===== config.mk =====
export PLATFORM = sky130hd
export DESIGN_NAME = control_sequencer_flat
export DESIGN_NICKNAME = d
export VERILOG_FILES = /design/src/rtl/control_sequencer_pkg.sv /design/src/rtl/control_sequencer_if.sv /design/src/rtl/control_sequencer_wait_timer.sv /design/src/rtl/control_sequencer.sv /design/src/flat_wrapper.sv
export SDC_FILE = /design/constraint.sdc
export NUM_CORES = 1
export LEC_CHECK = 0
export CORE_MARGIN = 10
export CORE_UTILIZATION = 53
export CTS_BUF_LIST = sky130_fd_sc_hd__clkbuf_4
export DETAILED_ROUTE_END_ITERATION = 12
export PLACE_DENSITY = 0.8
export SLEW_MARGIN = 15
export SYNTH_ARGS = -nofsm -noshare
export SYNTH_HDL_FRONTEND = slang
export SYNTH_SLANG_ARGS = --single-unit

===== constraint.sdc =====
create_clock -name clk -period 1.95 [get_ports clk]
set_input_delay 0.585 -clock clk [delete_from_list [all_inputs] [get_ports clk]]
set_output_delay 0.585 -clock clk [all_outputs]
set_load 0.1 [all_outputs]

===== src/rtl/control_sequencer_pkg.sv =====
// Shared definitions for the multi-cycle control sequencer: state encodings,
// PC/writeback select codes and the decoded instruction-class bundle.
package control_sequencer_pkg;

    typedef enum logic [2:0] {
        FETCH     = 3'd0,
        DECODE    = 3'd1,
        EXECUTE   = 3'd2,
        MEMORY    = 3'd3,
        WRITEBACK = 3'd4,
        HALT      = 3'd5
    } state_t;

    typedef enum logic [1:0] {
        PC_PLUS4  = 2'd0,
        PC_TARGET = 2'd1,
        PC_JALR   = 2'd2
    } pcsel_t;

    typedef enum logic [1:0] {
        WB_ALU  = 2'd0,
        WB_LOAD = 2'd1,
        WB_PC4  = 2'd2,
        WB_UIMM = 2'd3
    } wbsel_t;

    typedef struct packed {
        logic alureg;
        logic aluimm;
        logic branch;
        logic jalr;
        logic jal;
        logic auipc;
        logic lui;
        logic load;
        logic store;
        logic system;
    } iclass_t;

    localparam int unsigned TIMER_W = 8;

    function automatic logic is_onehot(input iclass_t c);
        logic [9:0]  bits;
        int unsigned n;
        bits = c;
        n    = 0;
        for (int unsigned i = 0; i < 10; i++) begin
            n = n + {31'b0, bits[i]};
        end
        return (n == 1);
    endfunction

endpackage


===== src/rtl/control_sequencer_if.sv =====
// Decoder/memory handshake bundle between the control sequencer (master)
// and the datapath it steers (slave).
interface control_sequencer_if;
    logic       MemReady;
    logic       ALUReg, ALUImmediate, Branch, JALR, JAL, AUIPC, LUI, Load, Store, System;
    logic       BranchTaken;
    logic       MemRead, MemWrite;
    logic       IRWrite, PCWrite, RegWrite;
    logic [1:0] PCSelect, WBSelect;
    logic       Halted, Fault;
    logic [2:0] State;

    modport master (
        input  MemReady, ALUReg, ALUImmediate, Branch, JALR, JAL, AUIPC, LUI,
               Load, Store, System, BranchTaken,
        output MemRead, MemWrite, IRWrite, PCWrite, RegWrite, PCSelect,
               WBSelect, Halted, Fault, State
    );

    modport slave (
        output MemReady, ALUReg, ALUImmediate, Branch, JALR, JAL, AUIPC, LUI,
               Load, Store, System, BranchTaken,
        input  MemRead, MemWrite, IRWrite, PCWrite, RegWrite, PCSelect,
               WBSelect, Halted, Fault, State
    );
endinterface


===== src/rtl/control_sequencer_wait_timer.sv =====
// Memory wait counter: counts cycles without MemReady and flags the cycle
// whose wait would bring the count up to LIMIT.
module wait_timer
    import control_sequencer_pkg::*;
#(
    parameter int unsigned LIMIT = 255
) (
    input  logic clk,
    input  logic reset,
    input  logic clear,
    input  logic enable,
    output logic expired
);

    logic [TIMER_W-1:0] count;

    always_ff @(posedge clk or posedge reset) begin
        if (reset) begin
            count <= '0;
        end else if (clear) begin
            count <= '0;
        end else if (enable) begin
            count <= count + 8'd1;
        end
    end

    assign expired = enable && (count == 8'(LIMIT - 1));

endmodule


===== src/rtl/control_sequencer.sv =====
// Multi-cycle instruction sequencer: FETCH/DECODE/EXECUTE/MEMORY/WRITEBACK
// with memory-wait timeout and an absorbing HALT state.
module control_sequencer
    import control_sequencer_pkg::*;
#(
    parameter int unsigned MEM_TIMEOUT = 255
) (
    input  logic                clk,
    input  logic                reset,
    control_sequencer_if.master bus
);

    state_t  state;
    iclass_t cls;
    logic    load_q, store_q, branch_q, jal_q, jalr_q, lui_q, taken_q;
    logic    fault_q;
    logic    timer_clear, timer_enable, timer_expired;
    pcsel_t  pcsel;
    wbsel_t  wbsel;

    assign cls = '{
        alureg: bus.ALUReg,  aluimm: bus.ALUImmediate, branch: bus.Branch,
        jalr:   bus.JALR,    jal:    bus.JAL,          auipc:  bus.AUIPC,
        lui:    bus.LUI,     load:   bus.Load,         store:  bus.Store,
        system: bus.System
    };

    // Counter is held at zero outside the two request states, so it starts
    // from zero on every entry to FETCH or MEMORY.
    assign timer_clear  = !(state == FETCH || state == MEMORY);
    assign timer_enable = !timer_clear && !bus.MemReady;

    wait_timer #(.LIMIT(MEM_TIMEOUT)) u_wait_timer (
        .clk     (clk),
        .reset   (reset),
        .clear   (timer_clear),
        .enable  (timer_enable),
        .expired (timer_expired)
    );

    always_ff @(posedge clk or posedge reset) begin
        if (reset) begin
            state    <= FETCH;
            load_q   <= 1'b0;
            store_q  <= 1'b0;
            branch_q <= 1'b0;
            jal_q    <= 1'b0;
            jalr_q   <= 1'b0;
            lui_q    <= 1'b0;
            taken_q  <= 1'b0;
            fault_q  <= 1'b0;
        end else begin
            case (state)
                FETCH: begin
                    if (bus.MemReady) begin
                        state <= DECODE;
                    end else if (timer_expired) begin
                        state   <= HALT;
                        fault_q <= 1'b1;
                    end
                end
                DECODE: state <= EXECUTE;
                EXECUTE: begin
                    load_q   <= cls.load;
                    store_q  <= cls.store;
                    branch_q <= cls.branch;
                    jal_q    <= cls.jal;
                    jalr_q   <= cls.jalr;
                    lui_q    <= cls.lui;
                    taken_q  <= bus.BranchTaken;
                    if (!is_onehot(cls)) begin
                        state   <= HALT;
                        fault_q <= 1'b1;
                    end else if (cls.system) begin
                        state <= HALT;
                    end else if (cls.load || cls.store) begin
                        state <= MEMORY;
                    end else begin
                        state <= WRITEBACK;
                    end
                end
                MEMORY: begin
                    if (bus.MemReady) begin
                        state <= WRITEBACK;
                    end else if (timer_expired) begin
                        state   <= HALT;
                        fault_q <= 1'b1;
                    end
                end
                WRITEBACK: state <= FETCH;
                HALT:      state <= HALT;
                default:   state <= HALT;
            endcase
        end
    end

    // Strobes decode the registered state; the reset term keeps the FETCH
    // request low while reset is held, so the first fetch starts right after.
    always_comb begin
        bus.MemRead  = 1'b0;
        bus.MemWrite = 1'b0;
        bus.IRWrite  = 1'b0;
        bus.PCWrite  = 1'b0;
        bus.RegWrite = 1'b0;
        bus.Halted   = 1'b0;
        bus.Fault    = 1'b0;
        pcsel        = PC_PLUS4;
        wbsel        = WB_ALU;
        case (state)
            FETCH: begin
                bus.MemRead = !reset;
                bus.IRWrite = !reset && bus.MemReady;
            end
            MEMORY: begin
                bus.MemRead  = load_q;
                bus.MemWrite = store_q;
            end
            WRITEBACK: begin
                bus.PCWrite  = 1'b1;
                bus.RegWrite = !(branch_q || store_q);
                if (jal_q || (branch_q && taken_q)) begin
                    pcsel = PC_TARGET;
                end else if (jalr_q) begin
                    pcsel = PC_JALR;
                end
                if (load_q) begin
                    wbsel = WB_LOAD;
                end else if (jal_q || jalr_q) begin
                    wbsel = WB_PC4;
                end else if (lui_q) begin
                    wbsel = WB_UIMM;
                end
            end
            HALT: begin
                bus.Halted = 1'b1;
                bus.Fault  = fault_q;
            end
            default: ;
        endcase
    end

    assign bus.PCSelect = pcsel;
    assign bus.WBSelect = wbsel;
    assign bus.State    = state;

endmodule


===== src/flat_wrapper.sv =====
// flat-port wrapper written by rule: the top's interface ports become plain ports
module control_sequencer_flat import control_sequencer_pkg::*;
#(
    parameter int unsigned MEM_TIMEOUT = 255
)
  (clk, reset, bus_MemReady, bus_ALUReg, bus_ALUImmediate, bus_Branch, bus_JALR, bus_JAL, bus_AUIPC, bus_LUI, bus_Load, bus_Store, bus_System, bus_BranchTaken, bus_MemRead, bus_MemWrite, bus_IRWrite, bus_PCWrite, bus_RegWrite, bus_PCSelect, bus_WBSelect, bus_Halted, bus_Fault, bus_State);
  control_sequencer_if bus_i ();
  input  logic clk;
  input  logic reset;
  input wire logic [$bits(bus_i.MemReady)-1:0] bus_MemReady;
  input wire logic [$bits(bus_i.ALUReg)-1:0] bus_ALUReg;
  input wire logic [$bits(bus_i.ALUImmediate)-1:0] bus_ALUImmediate;
  input wire logic [$bits(bus_i.Branch)-1:0] bus_Branch;
  input wire logic [$bits(bus_i.JALR)-1:0] bus_JALR;
  input wire logic [$bits(bus_i.JAL)-1:0] bus_JAL;
  input wire logic [$bits(bus_i.AUIPC)-1:0] bus_AUIPC;
  input wire logic [$bits(bus_i.LUI)-1:0] bus_LUI;
  input wire logic [$bits(bus_i.Load)-1:0] bus_Load;
  input wire logic [$bits(bus_i.Store)-1:0] bus_Store;
  input wire logic [$bits(bus_i.System)-1:0] bus_System;
  input wire logic [$bits(bus_i.BranchTaken)-1:0] bus_BranchTaken;
  output wire logic [$bits(bus_i.MemRead)-1:0] bus_MemRead;
  output wire logic [$bits(bus_i.MemWrite)-1:0] bus_MemWrite;
  output wire logic [$bits(bus_i.IRWrite)-1:0] bus_IRWrite;
  output wire logic [$bits(bus_i.PCWrite)-1:0] bus_PCWrite;
  output wire logic [$bits(bus_i.RegWrite)-1:0] bus_RegWrite;
  output wire logic [$bits(bus_i.PCSelect)-1:0] bus_PCSelect;
  output wire logic [$bits(bus_i.WBSelect)-1:0] bus_WBSelect;
  output wire logic [$bits(bus_i.Halted)-1:0] bus_Halted;
  output wire logic [$bits(bus_i.Fault)-1:0] bus_Fault;
  output wire logic [$bits(bus_i.State)-1:0] bus_State;
  assign bus_i.MemReady = bus_MemReady;
  assign bus_i.ALUReg = bus_ALUReg;
  assign bus_i.ALUImmediate = bus_ALUImmediate;
  assign bus_i.Branch = bus_Branch;
  assign bus_i.JALR = bus_JALR;
  assign bus_i.JAL = bus_JAL;
  assign bus_i.AUIPC = bus_AUIPC;
  assign bus_i.LUI = bus_LUI;
  assign bus_i.Load = bus_Load;
  assign bus_i.Store = bus_Store;
  assign bus_i.System = bus_System;
  assign bus_i.BranchTaken = bus_BranchTaken;
  assign bus_MemRead = bus_i.MemRead;
  assign bus_MemWrite = bus_i.MemWrite;
  assign bus_IRWrite = bus_i.IRWrite;
  assign bus_PCWrite = bus_i.PCWrite;
  assign bus_RegWrite = bus_i.RegWrite;
  assign bus_PCSelect = bus_i.PCSelect;
  assign bus_WBSelect = bus_i.WBSelect;
  assign bus_Halted = bus_i.Halted;
  assign bus_Fault = bus_i.Fault;
  assign bus_State = bus_i.State;
  control_sequencer #(.MEM_TIMEOUT(MEM_TIMEOUT)) u_core (.clk(clk), .reset(reset), .bus(bus_i));
endmodule

==> results.json <==
{
  "status": "finished with violations",
  "violations": "setup timing",
  "drt_iter0_drc": 131,
  "gp_congestion": 0.847,
  "finalHoldViolations": 0,
  "die_area_um2": 4940,
  "ys_types": 39,
  "worstReg2RegEnd": "u_core.branch_q",
  "syn2layout_area_growth_pct": 66.0,
  "required_ps": 2130,
  "synth-edff-count": 0,
  "grt.overflow.total": 0,
  "holdPathEnd": "u_core.u_wait_timer.count[7]",
  "wire_per_inst_um": 22.5,
  "final_area_um2": 2230,
  "p_seq_share_pct": 41.1,
  "internal_power_mw": 0.627,
  "diodes": 0,
  "cts.reportedPaths.clkPinSlew_ps": 120,
  "rows": 18,
  "slowest_stage": "fa_1",
  "async_flop_share_pct": 100,
  "path_max_fanout": 2,
  "hp-start": "u_core.u_wait_timer.count[7]",
  "ys_top_cells_by_count": "dfrtp_1, inv_1, nor2_1, ha_1, mux2_2",
  "reg2reg_slack_ps": 120,
  "slew_violations": 0,
  "multi_input_comb_area_um2": 908,
  "antenna_left": 0,
  "place_ws_ps": -2480,
  "cts_sinks": 19,
  "synth.avg_cell_area_um2": 10.2,
  "fin_ws_ps": -1800,
  "holdWs_ps": 561,
  "max_cap_viol_count": 0,
  "finish.net_count": 216,
  "vias": 1263,
  "synth_flop_cell": "dfrtp_1",
  "hold_depth": 2,
  "cts_tree": "built",
  "hold_buffers": 0,
  "setup_viol": 14,
  "rsz0062_at_grt": "true",
  "switching_share_pct": 34.6,
  "slowest_delay_ps": 520,
  "cts_buffers": 3,
  "critPathKind": "input port to flop",
  "grt_pass1_vias": 1358,
  "port_buffers": 27,
  "start_util_pct": 54.6,
  "crit_arrival_ps": 3930,
  "yosysTopAreaCellShare_pct": 35.4,
  "grt_antenna_before_repair": 0,
  "io_pins": 28,
  "drtPass1Iterations": 4,
  "power.density_nw_per_um2": 430,
  "wl_um": 4900,
  "clkLatencyLatePin_ps": 320,
  "slew-limit-headroom_pct": 71.7,
  "min_period_over_period_pct": 192,
  "ys_ff_latch": 19,
  "grt_max_degree": 12,
  "drive_above_1_share_pct": 48.9,
  "path_buf_inv": 4,
  "track_usage_pct": 19.2,
  "fin_skew_ps": 5.55,
  "core_um2": 2450,
  "dp_hpwl_um": 3010,
  "setup_tns_ps": -10190,
  "grt_pass1_wl_um": 7580,
  "regArea_um2": 487,
  "synth_cells": 132,
  "synth_area_um2": 1340,
  "syn-num-nets": 159,
  "synthTopCellsByArea": "dfrtp_1, fa_1, ha_1, mux2_2, inv_1",
  "die_width_um": 70.3,
  "critPathLaunchType": "input port",
  "fmax_mhz": 267,
  "min_period_ps": 3750,
  "cp_top_family": "adder cells",
  "reg2reg_from": "u_core.bus.State[0]",
  "p_comb_share_pct": 35.9,
  "worst_setup_path_end_kind": "flop",
  "synth_top_cell_by_area": "dfrtp_1",
  "path_cells": "buf_6, ha_4, inv_2, fa_1, fa_1, fa_1, inv_2, fa_2, inv_2, fa_2, a211oi_2, mux2i_2, nor4_2, o221ai_1",
  "hold_class": "flop to flop",
  "r2r_cells": 6,
  "synth_warnings": 0,
  "startpoint": "bus_Store",
  "tightestPinTransition_ps": 423,
  "p_leak_nw": 1.04,
  "fillerInstances": 91,
  "drc_errors": 0,
  "placed_area_um2": 2010,
  "yosysMostFrequentCell": "dfrtp_1",
  "clk_path_buf_depth": 2,
  "htreeDepth": 1,
  "avgViaCountPerCell": 5.79,
  "ys_seq_area_share_pct": 35.4,
  "clkPwrFrac_pct": 23.0,
  "ir_drop_v": 0.000451,
  "power.switching_mw": 0.331,
  "cts-root-buf": "clkbuf_4",
  "die_h_um": 70.3
}
area by class of cell:
class / count / share of cell area (%)
timing repair buffer: 57 / 30.8
clock inverter: 1 / 0.225
multi-input combinational: 90 / 40.8
inverter: 18 / 3.60
tap: 30 / 1.69
clock buffer: 3 / 1.01
sequential: 19 / 21.9
cells by family after synthesis:
family | count (synthesis) | synth area share, %
AOI/OAI and AO/OA | 18 | 9.33
xor gates and xnor gates | 6 | 3.92
adders and majority gates | 13 | 15.5
buffers and inverters | 23 | 8.30
DFF | 19 | 35.4
muxes | 8 | 6.62
and+or+nand+nor | 45 | 20.9
flip-flops by register name, summed over array words and instances, names as in the netlist:
register / flops
u_core.u_wait_timer.count: 8
u_core.bus.State: 3
u_core.branch_q: 1
u_core.fault_q: 1
u_core.jal_q: 1
u_core.jalr_q: 1
u_core.load_q: 1
u_core.lui_q: 1
u_core.store_q: 1
u_core.taken_q: 1
layer usage:
| layer | routed length, um | global-route usage, % | part of all wire, % | vias to the layer above |
|---|---|---|---|---|
| met1 | 1910 | 21.1 | 39 | 651 |
| met3 | 170 | 2.82 | 3.5 | 19 |
| met2 | 2640 | 34.3 | 54 | 42 |
| met4 | 172 | 9.87 | 3.5 | 0 |
| li1 | - | - | - | 551 |
| met5 | 0 | 0 | 0 | - |
worst register-to-register path, stage by stage, from the launching register on:
cell and delay, ps:
dfrtp_4 510, buf_8 150, buf_6 120, buf_4 130, nand2b_4 150, nor2_4 280, mux2_2 400
stage by stage:
step,util (%),power (mW),cells
floorplan,-,0.556,132
global placement,81.9,0.629,201
detailed placement,81.9,0.654,201
CTS,88.4,0.909,214
global route,90.7,1.01,218
finish,90.7,0.958,218
power groups by stage:
| stage | registers [mW] | logic (mW) | clock network [mW] |
|---|---|---|---|
| after floorplan | 0.402 | 0.154 | 0 |
| after global placement | 0.402 | 0.228 | 0 |
| after detailed placement | 0.402 | 0.253 | 0 |
| after CTS | 0.394 | 0.306 | 0.209 |
| after global routing | 0.394 | 0.376 | 0.237 |
| final | 0.394 | 0.344 | 0.220 |
layout by cell type, fill, tap and decap left out, drive strengths merged, types with 3 or more instances in the layout:
master,count
ha,7
mux2,7
nand2,4
a21oi,4
and3,3
xor2,4
a31oi,3
nor2b,3
nor3,5
nor2,16
buf,46
inv,18
dfrtp,19
nand3,3
clkdlybuf4s50,9
fa,6
o21ai,3
clkbuf,3
worst max path at each step:
stage,endpoint,slack (ps),cells past startpoint
after global routing,u_core.bus.State[2],-1900,13
final,u_core.bus.State[2],-1800,14
after floorplan,u_core.bus.State[2],-1720,13
after global placement,u_core.bus.State[2],-2280,14
after detailed placement,u_core.bus.State[2],-2480,14
after CTS,u_core.bus.State[2],-1940,14
repair_timing:
item / CTS / global route
gates cloned: 0 / 0
pin swaps: 17 / 15
setup endpoints to repair: 14 / 16
gates resized for setup: 31 / 8
setup buffers: 10 / 7
(Power assumes the default switching activity.)
